===== src/rtl/stream_arb_2x1.sv =====
//------------------------------------------------------------------------------
// Module      : stream_arb_2x1
// Description : Two-source valid/ready stream arbiter with a registered output
//               stage, round-robin tie-break and saturating per-source grant
//               counters.
// Revision    : 1.0 - initial release
//------------------------------------------------------------------------------
`default_nettype none

module stream_arb_2x1 #(
  parameter int WIDTH = 8,
  parameter int CNT_W = 8
) (
  input  logic             clk,
  input  logic             rst,
  input  logic             a_valid,
  input  logic [WIDTH-1:0] a_data,
  output logic             a_ready,
  input  logic             b_valid,
  input  logic [WIDTH-1:0] b_data,
  output logic             b_ready,
  output logic             y_valid,
  output logic [WIDTH-1:0] y_data,
  input  logic             y_ready,
  output logic             sel,
  output logic [CNT_W-1:0] a_cnt,
  output logic [CNT_W-1:0] b_cnt
);

  localparam logic [CNT_W-1:0] c_cnt_one = {{(CNT_W-1){1'b0}}, 1'b1};

  logic             r_y_valid;
  logic [WIDTH-1:0] r_y_data;
  logic             r_sel;
  logic             r_prio;
  logic [CNT_W-1:0] r_a_cnt;
  logic [CNT_W-1:0] r_b_cnt;

  logic w_acc;
  logic w_grant_a;
  logic w_grant_b;
  logic w_take_a;
  logic w_take_b;

  // Grant decode: a lone valid source wins outright; on contention the
  // round-robin pointer decides (0 -> A, 1 -> B). The output register can
  // accept when it is empty or being drained this cycle.
  always_comb begin
    w_acc     = !r_y_valid || y_ready;
    w_grant_a = a_valid && (!b_valid || !r_prio);
    w_grant_b = b_valid && (!a_valid ||  r_prio);
    w_take_a  = w_acc && w_grant_a && !rst;
    w_take_b  = w_acc && w_grant_b && !rst;
  end

  assign a_ready = w_take_a;
  assign b_ready = w_take_b;

  // Output register and round-robin pointer: load on a grant, go empty on
  // an idle drain, hold under backpressure.
  always_ff @(posedge clk or posedge rst) begin
    if (rst) begin
      r_y_valid <= 1'b0;
      r_y_data  <= '0;
      r_sel     <= 1'b0;
      r_prio    <= 1'b0;
    end else if (w_take_a) begin
      r_y_valid <= 1'b1;
      r_y_data  <= a_data;
      r_sel     <= 1'b0;
      r_prio    <= 1'b1;
    end else if (w_take_b) begin
      r_y_valid <= 1'b1;
      r_y_data  <= b_data;
      r_sel     <= 1'b1;
      r_prio    <= 1'b0;
    end else if (w_acc) begin
      r_y_valid <= 1'b0;
    end
  end

  // Per-source grant counters, sticking at all-ones instead of wrapping.
  always_ff @(posedge clk or posedge rst) begin
    if (rst) begin
      r_a_cnt <= '0;
      r_b_cnt <= '0;
    end else begin
      if (w_take_a && !(&r_a_cnt)) r_a_cnt <= r_a_cnt + c_cnt_one;
      if (w_take_b && !(&r_b_cnt)) r_b_cnt <= r_b_cnt + c_cnt_one;
    end
  end

  assign y_valid = r_y_valid;
  assign y_data  = r_y_data;
  assign sel     = r_sel;
  assign a_cnt   = r_a_cnt;
  assign b_cnt   = r_b_cnt;

endmodule

`default_nettype wire

===== config.mk =====
export PLATFORM = sky130hd
export DESIGN_NAME = stream_arb_2x1
export DESIGN_NICKNAME = d
export VERILOG_FILES = /design/src/rtl/stream_arb_2x1.sv
export SDC_FILE = /design/constraint.sdc
export NUM_CORES = 1
export LEC_CHECK = 0
export CAP_MARGIN = 10
export CORE_MARGIN = 3
export CORE_UTILIZATION = 30
export CTS_BUF_LIST = sky130_fd_sc_hd__clkbuf_4
export DETAILED_ROUTE_END_ITERATION = 7
export PLACE_DENSITY = 0.59
export SYNTH_ARGS = -nofsm -noshare
export SYNTH_HDL_FRONTEND = slang
export SYNTH_SLANG_ARGS = --single-unit

===== constraint.sdc =====
create_clock -name clk -period 1.4 [get_ports clk]
set_input_delay 0.28 -clock clk [delete_from_list [all_inputs] [get_ports clk]]
set_output_delay 0.28 -clock clk [all_outputs]
set_load 0.005 [all_outputs]

==> out/results.ini, run 1 <==
[drt]
vias_per_cell = 4.84
routedWlPerCell_um = 14.8
drtIter0Drc = 54
ant_nets = 0
drc = 0
routed_wl_mm = 4.23
num_vias = 1384
dr.pass1.iters = 4

[synthesis]
avgSynthCellArea_sq_um = 10.4
synth_area_sq_um = 1420
synth_warnings = 0
ys_seq_area_share_pct = 47.5
synthCells = 137
synth.ff_latch_count = 27
synth.distinct_cells = 35
synth_edf_count = 0
synth-async-reset-ratio_pct = 100
syn_nets = 160
synth_flop_cell = dfrtp_1

[setup_path]
path_class = reg -> reg
cpPeakStageDelay_ns = 0.40
cp.arrival_ns = 1.88
crit_required_ns = 1.64
crit_path_start_kind = flop
cp-end-kind = flop
path_cells = or2b_4 -> buf_6 -> nand3_4 -> buf_4 -> buf_12 -> a21oi_4 -> mux2_4
cp_max_fo = 8
crit_slowest_cell = dfrtp_1

[floorplan]
die-area_sq_um = 5600
initial_core_util_pct = 31.8
ioPinCount = 49
core_area_sq_um = 4470
die_x_um = 74.9
die_h_um = 74.9
rows = 24

[run]
maxCapViolCount = 0

[global_route]
antenna_found_initial = 0
grt_max_degree = 19
overflow = 0
gr-usage-all-layers_pct = 14.7
grt_pass1_wl_mm = 6.44
grt_pass1_vias = 1389

[timing]
tightest_slew_ns = 0.307
maxSlewHeadroom_pct = 79.5
setup-violations-final = 22
fmax_ghz = 0.609
timing.final.ws_setup_ns = -0.241
fin_tns_setup_ns = -3.15
period_share_pct = 117
rsz0062_at_grt = yes
skew_ns = 0.00240
hold_viol_final = 0
min_period_ns = 1.64
drv_slew = 0

[cts]
root_buffer = clkbuf_4
path_clk_slew_ns = 0.15
hold_buffers = 0
tritoncts = yes
insertion_delay_ns = 0.33
cts_buffer_depth = 2
numCtsBuffers = 3
htree_levels = 1
clock_sinks = 27

[cells_and_area]
multi_input_area_sq_um = 783
regArea_sq_um = 676
area_growth_pct = 72.5
fillers = 418
drive_gt1_share_pct = 40.6
n_antenna_cell = 0
layout.nets = 258

[min_path]
hold_path.class = in -> async

[power_and_ir_drop]
power_frac_clock_pct = 9.7
power.total_uw = 3590
power_frac_seq_pct = 33.9
vdd_drop_max_v = 0.000809
power.density_nw_per_um2 = 1460
sw_frac_of_total_pct = 36.3
p_int_uw = 2290
switchingPower_uw = 1300
combPwrFrac_pct = 56.3
p_leak_uw = 0.00120

[placed_design]
gp_congestion = 0.846
pre_cts_slack_ns = -0.592
io_buffers = 48
dp_hpwl_mm = 2.86

[status]
status = finished with violations
violations = negative setup slack

area by class of cell:
cell class,count,share of cell area (%)
clock buffer,3,0.918
clock inverter,1,0.204
inverter,9,1.48
multi-input combinational,97,31.9
sequential,27,27.5
tap,52,2.65
timing repair buffer,97,35.3
sequential cells by signal (all words and copies together), names as in the netlist:
register,cells
y_data,8
r_prio,1
sel,1
a_cnt,8
y_valid,1
b_cnt,8
per-layer routing:
metal	GRT usage (%)	up-vias	share of wire, %
li1	-	664	-
met1	18.9	666	43
met2	25.7	50	51
met3	3.47	4	5.1
met4	1.78	0	1.2
met5	0	-	0
final timing paths:
kind | from | to | slack [ns] | cells after the start
min in group clk | b_data[3] | y_data[3] | 0.49 | 3
max | y_valid | b_cnt[1] | -0.24 | 7
min reg2reg | sel | sel | 0.55 | 2
max reg2reg | y_valid | b_cnt[1] | -0.24 | 7
min | rst | a_cnt[3] | 0.17 | 3
max in group asynchronous | rst | y_data[0] | 0.99 | 3
logic make-up after synthesis:
| logic type | share of synthesized area [%] |
|---|---|
| xor+xnor | 4.31 |
| buf+inv | 4.84 |
| compound gates | 9.06 |
| flops | 47.5 |
| fa+ha+maj | 1.76 |
| mux | 5.63 |
| simple gates | 26.9 |
placed cells by master, fill, tap and decap left out, types with 2 or more instances in the layout:
cell and count:
inv_2 2, a31oi_1 10, mux2_1 2, mux2_4 3, inv_1 6, nor3_4 4, xor2_1 6, nor2_2 2
dfrtp_1 27, nand2_2 6, buf_6 10, mux2i_1 2, nand3_2 2, nor2_1 12, nand3_1 3, nand3_4 2
dlygate4sd2_1 22, clkbuf_4 3, clkbuf_2 4, buf_4 38, clkdlybuf4s50_1 19, nor3_2 2, nand2_1 18, nor2b_4 2
a21oi_1 4, nand4_1 2
power by group through the flow:
| stage | Combinational [uW] | Clock [uW] | Sequential, uW |
|---|---|---|---|
| after detailed placement | 1580 | 0 | 1320 |
| after floorplan | 570 | 0 | 1360 |
| final | 2020 | 349 | 1220 |
| after global routing | 2210 | 398 | 1250 |
| after CTS | 1870 | 362 | 1210 |
| after global placement | 1540 | 0 | 1310 |
stage by stage:
stage / cells / instance area [sq um] / hold slack, ns / utilization, %
after floorplan: 137 / 1430 / 0.333 / -
after global placement: 254 / 2100 / 0.485 / 46.8
after detailed placement: 254 / 2100 / 0.503 / 46.8
after CTS: 281 / 2320 / 0.172 / 51.8
after global routing: 286 / 2450 / 0.169 / 54.8
final: 286 / 2450 / 0.166 / 54.8
timing repair:
action	CTS	global route
pin swaps	1	12
gates resized for setup	50	31
cloned	0	1
endpoints found under the setup margin	43	31
buffers inserted	23	5
Yosys cell counts, types with 2 or more instances:
| master | number | area [sq um] |
|---|---|---|
| nand3_1 | 4 | 20.0 |
| a31oi_1 | 10 | 62.6 |
| mux2_1 | 4 | 45.0 |
| nor2b_4 | 2 | 27.5 |
| nand4_1 | 2 | 12.5 |
| nor3_1 | 4 | 20.0 |
| inv_1 | 7 | 26.3 |
| inv_2 | 2 | 7.51 |
| nand2_1 | 24 | 90.1 |
| nand3_4 | 2 | 35.0 |
| xor2_1 | 6 | 52.6 |
| buf_6 | 2 | 22.5 |
| mux2i_1 | 2 | 20.0 |
| ha_1 | 2 | 25.0 |
| nor2_1 | 13 | 48.8 |
| a21oi_1 | 5 | 25.0 |
| nor3_2 | 2 | 20.0 |
| dfrtp_1 | 27 | 676 |
worst max-delay path: cells and delay by family, from the launching register on:
family | cells | cell delay (ns)
flip-flops | 1 | 0.40
multiplexers | 1 | 0.31
AND/OR/NAND/NOR | 2 | 0.30
buffers and inverters | 3 | 0.40
AO/OA/AOI/OAI | 1 | 0.14
(Power assumes the default switching activity.)
==> inputs of run 2 (changes only) <==
SKIP_CTS_REPAIR_TIMING = 1   (was unset)
==> run 2 against run 1 <==
Net effect:
- the flow still finishes with violations (negative setup slack)
- count of clock-buffer cells in the layout unchanged
- critical path depth decreased by 2
- wire length decreased by 2.9%
- worst hold slack got worse by 0.11 ns
- clock skew increased by 0.0072 ns
- global-route usage decreased by 1.2 points
- clock power increased by 1%
- combinational power about the same
- die area unchanged
- final area increased by 5.4%
- critical path type is now reg -> out
- largest power group unchanged
==> out/results.ini, run 2 (same netlist as run 1, synthesis figures left out) <==
[placed_design]
place_inst = 254
dp_hpwl_mm = 2.86
pre_cts_slack_ns = -0.592
dpl-instance-area_sq_um = 2100
io_buffers = 48
gp_congestion = 0.846

[cts]
clock_sinks = 27
htree_levels = 1
tritoncts = yes
numCtsBuffers = 3
insertion_delay_ns = 0.33
root_buffer = clkbuf_4
path_clk_slew_ns = 0.16
cts_buffer_depth = 2

[floorplan]
ioPinCount = 49
rows = 24
die-area_sq_um = 5600
core_area_sq_um = 4470
initial_core_util_pct = 31.8
die_x_um = 74.9
die_h_um = 74.9

[timing]
hold_viol_final = 0
tightest_slew_ns = 0.299
setup-violations-final = 24
fmax_ghz = 0.615
drv_slew = 0
timing.final.ws_setup_ns = -0.226
skew_ns = 0.00959
maxSlewHeadroom_pct = 80.0
rsz0062_at_grt = yes
min_period_ns = 1.63
holdWs_ns = 0.0533
period_share_pct = 116

[setup_path]
cp.arrival_ns = 1.35
cp_max_fo = 4
cp-end-kind = primary output
path_class = reg -> out
crit_required_ns = 1.12
crit_path_start_kind = flop

[global_route]
overflow = 0
gr-usage-all-layers_pct = 13.4
met1_usage_pct = 17.4
grt_use_met2_pct = 23.3
grt_util_met3_pct = 3.34
grt-busiest-layer = met2
grt_pass1_wl_mm = 5.92
grt_pass1_vias = 1281
antenna_found_initial = 0
grt_max_degree = 19

[status]
violations = negative setup slack
status = finished with violations

[cells_and_area]
drive_gt1_share_pct = 40.9
fillers = 385
final_area_sq_um = 2590
multi_input_area_sq_um = 838
mostFrequentLayoutCell = buf_4
mostFrequentLayoutCells = buf_4 (40), dlymetal6s2s_1 (27), dfrtp_1 (23)
layout.nets = 256
n_antenna_cell = 0
regArea_sq_um = 681
stdcell_count = 284
area_growth_pct = 81.8

[power_and_ir_drop]
power_frac_clock_pct = 9.6
power_frac_seq_pct = 34.9
power.density_nw_per_um2 = 1430
vdd_drop_max_v = 0.000742
p_leak_uw = 0.00144
sw_frac_of_total_pct = 35.9
switchingPower_uw = 1320
p_int_uw = 2370
combPwrFrac_pct = 55.5
power.total_uw = 3690

[drt]
routedWlPerCell_um = 14.4
drtIter0Drc = 46
routed_wl_mm = 4.10
dr.pass1.iters = 6
vias_per_cell = 4.80
ant_nets = 0
num_vias = 1364
drc = 0

[min_path]
hold_path.class = in -> async

[run]
maxCapViolCount = 0

[run 2: final cells by class]
cell class	count	area share, %
flip-flops and latches	27	26.3
clock buffers	3	0.871
repair buffers	95	36.3
multi-input cells	97	32.4
clock inverters	1	0.194
inverters	9	1.40
well taps	52	2.52
[run 2: worst max-delay path, cell delays in order (launching register included)]
cell	delay, ns
dfrtp_1	0.37
or2b_4	0.30
buf_6	0.13
nand3_4	0.07
inv_4	0.04
clkbuf_2	0.10
[run 2: stage by stage]
step	utilization [%]	TNS (ns)
floorplan	-	-0.0000573
global placement	46.8	-9.75
detailed placement	46.8	-10.70
CTS	47.5	-6.93
global route	57.8	-3.58
finish	57.8	-1.96
[run 2: final timing paths]
check,startpoint,to,slack [ns],cells past startpoint
min in group clk,rst,r_prio,0.42,3
max in group asynchronous,rst,b_cnt[2],1.09,3
worst min register to register,a_cnt[4],a_cnt[4],0.51,1
worst max register to register,y_valid,b_cnt[7],-0.21,6
worst max-delay path,y_valid,b_ready,-0.23,5
worst min-delay path,rst,a_cnt[5],0.05,3
[run 2: routing by layer]
layer | wire (um) | part of all wire, %
met4 | 38 | 0.93
met5 | 0 | 0
met3 | 177 | 4.3
met2 | 2120 | 52
met1 | 1770 | 43
[run 2: power groups by stage]
stage,registers [uW],logic [uW],clock network [uW]
final,1290,2050,354
after global routing,1320,2240,404
after CTS,1310,1590,362
after detailed placement,1320,1580,0
after global placement,1310,1540,0
after floorplan,1360,570,0
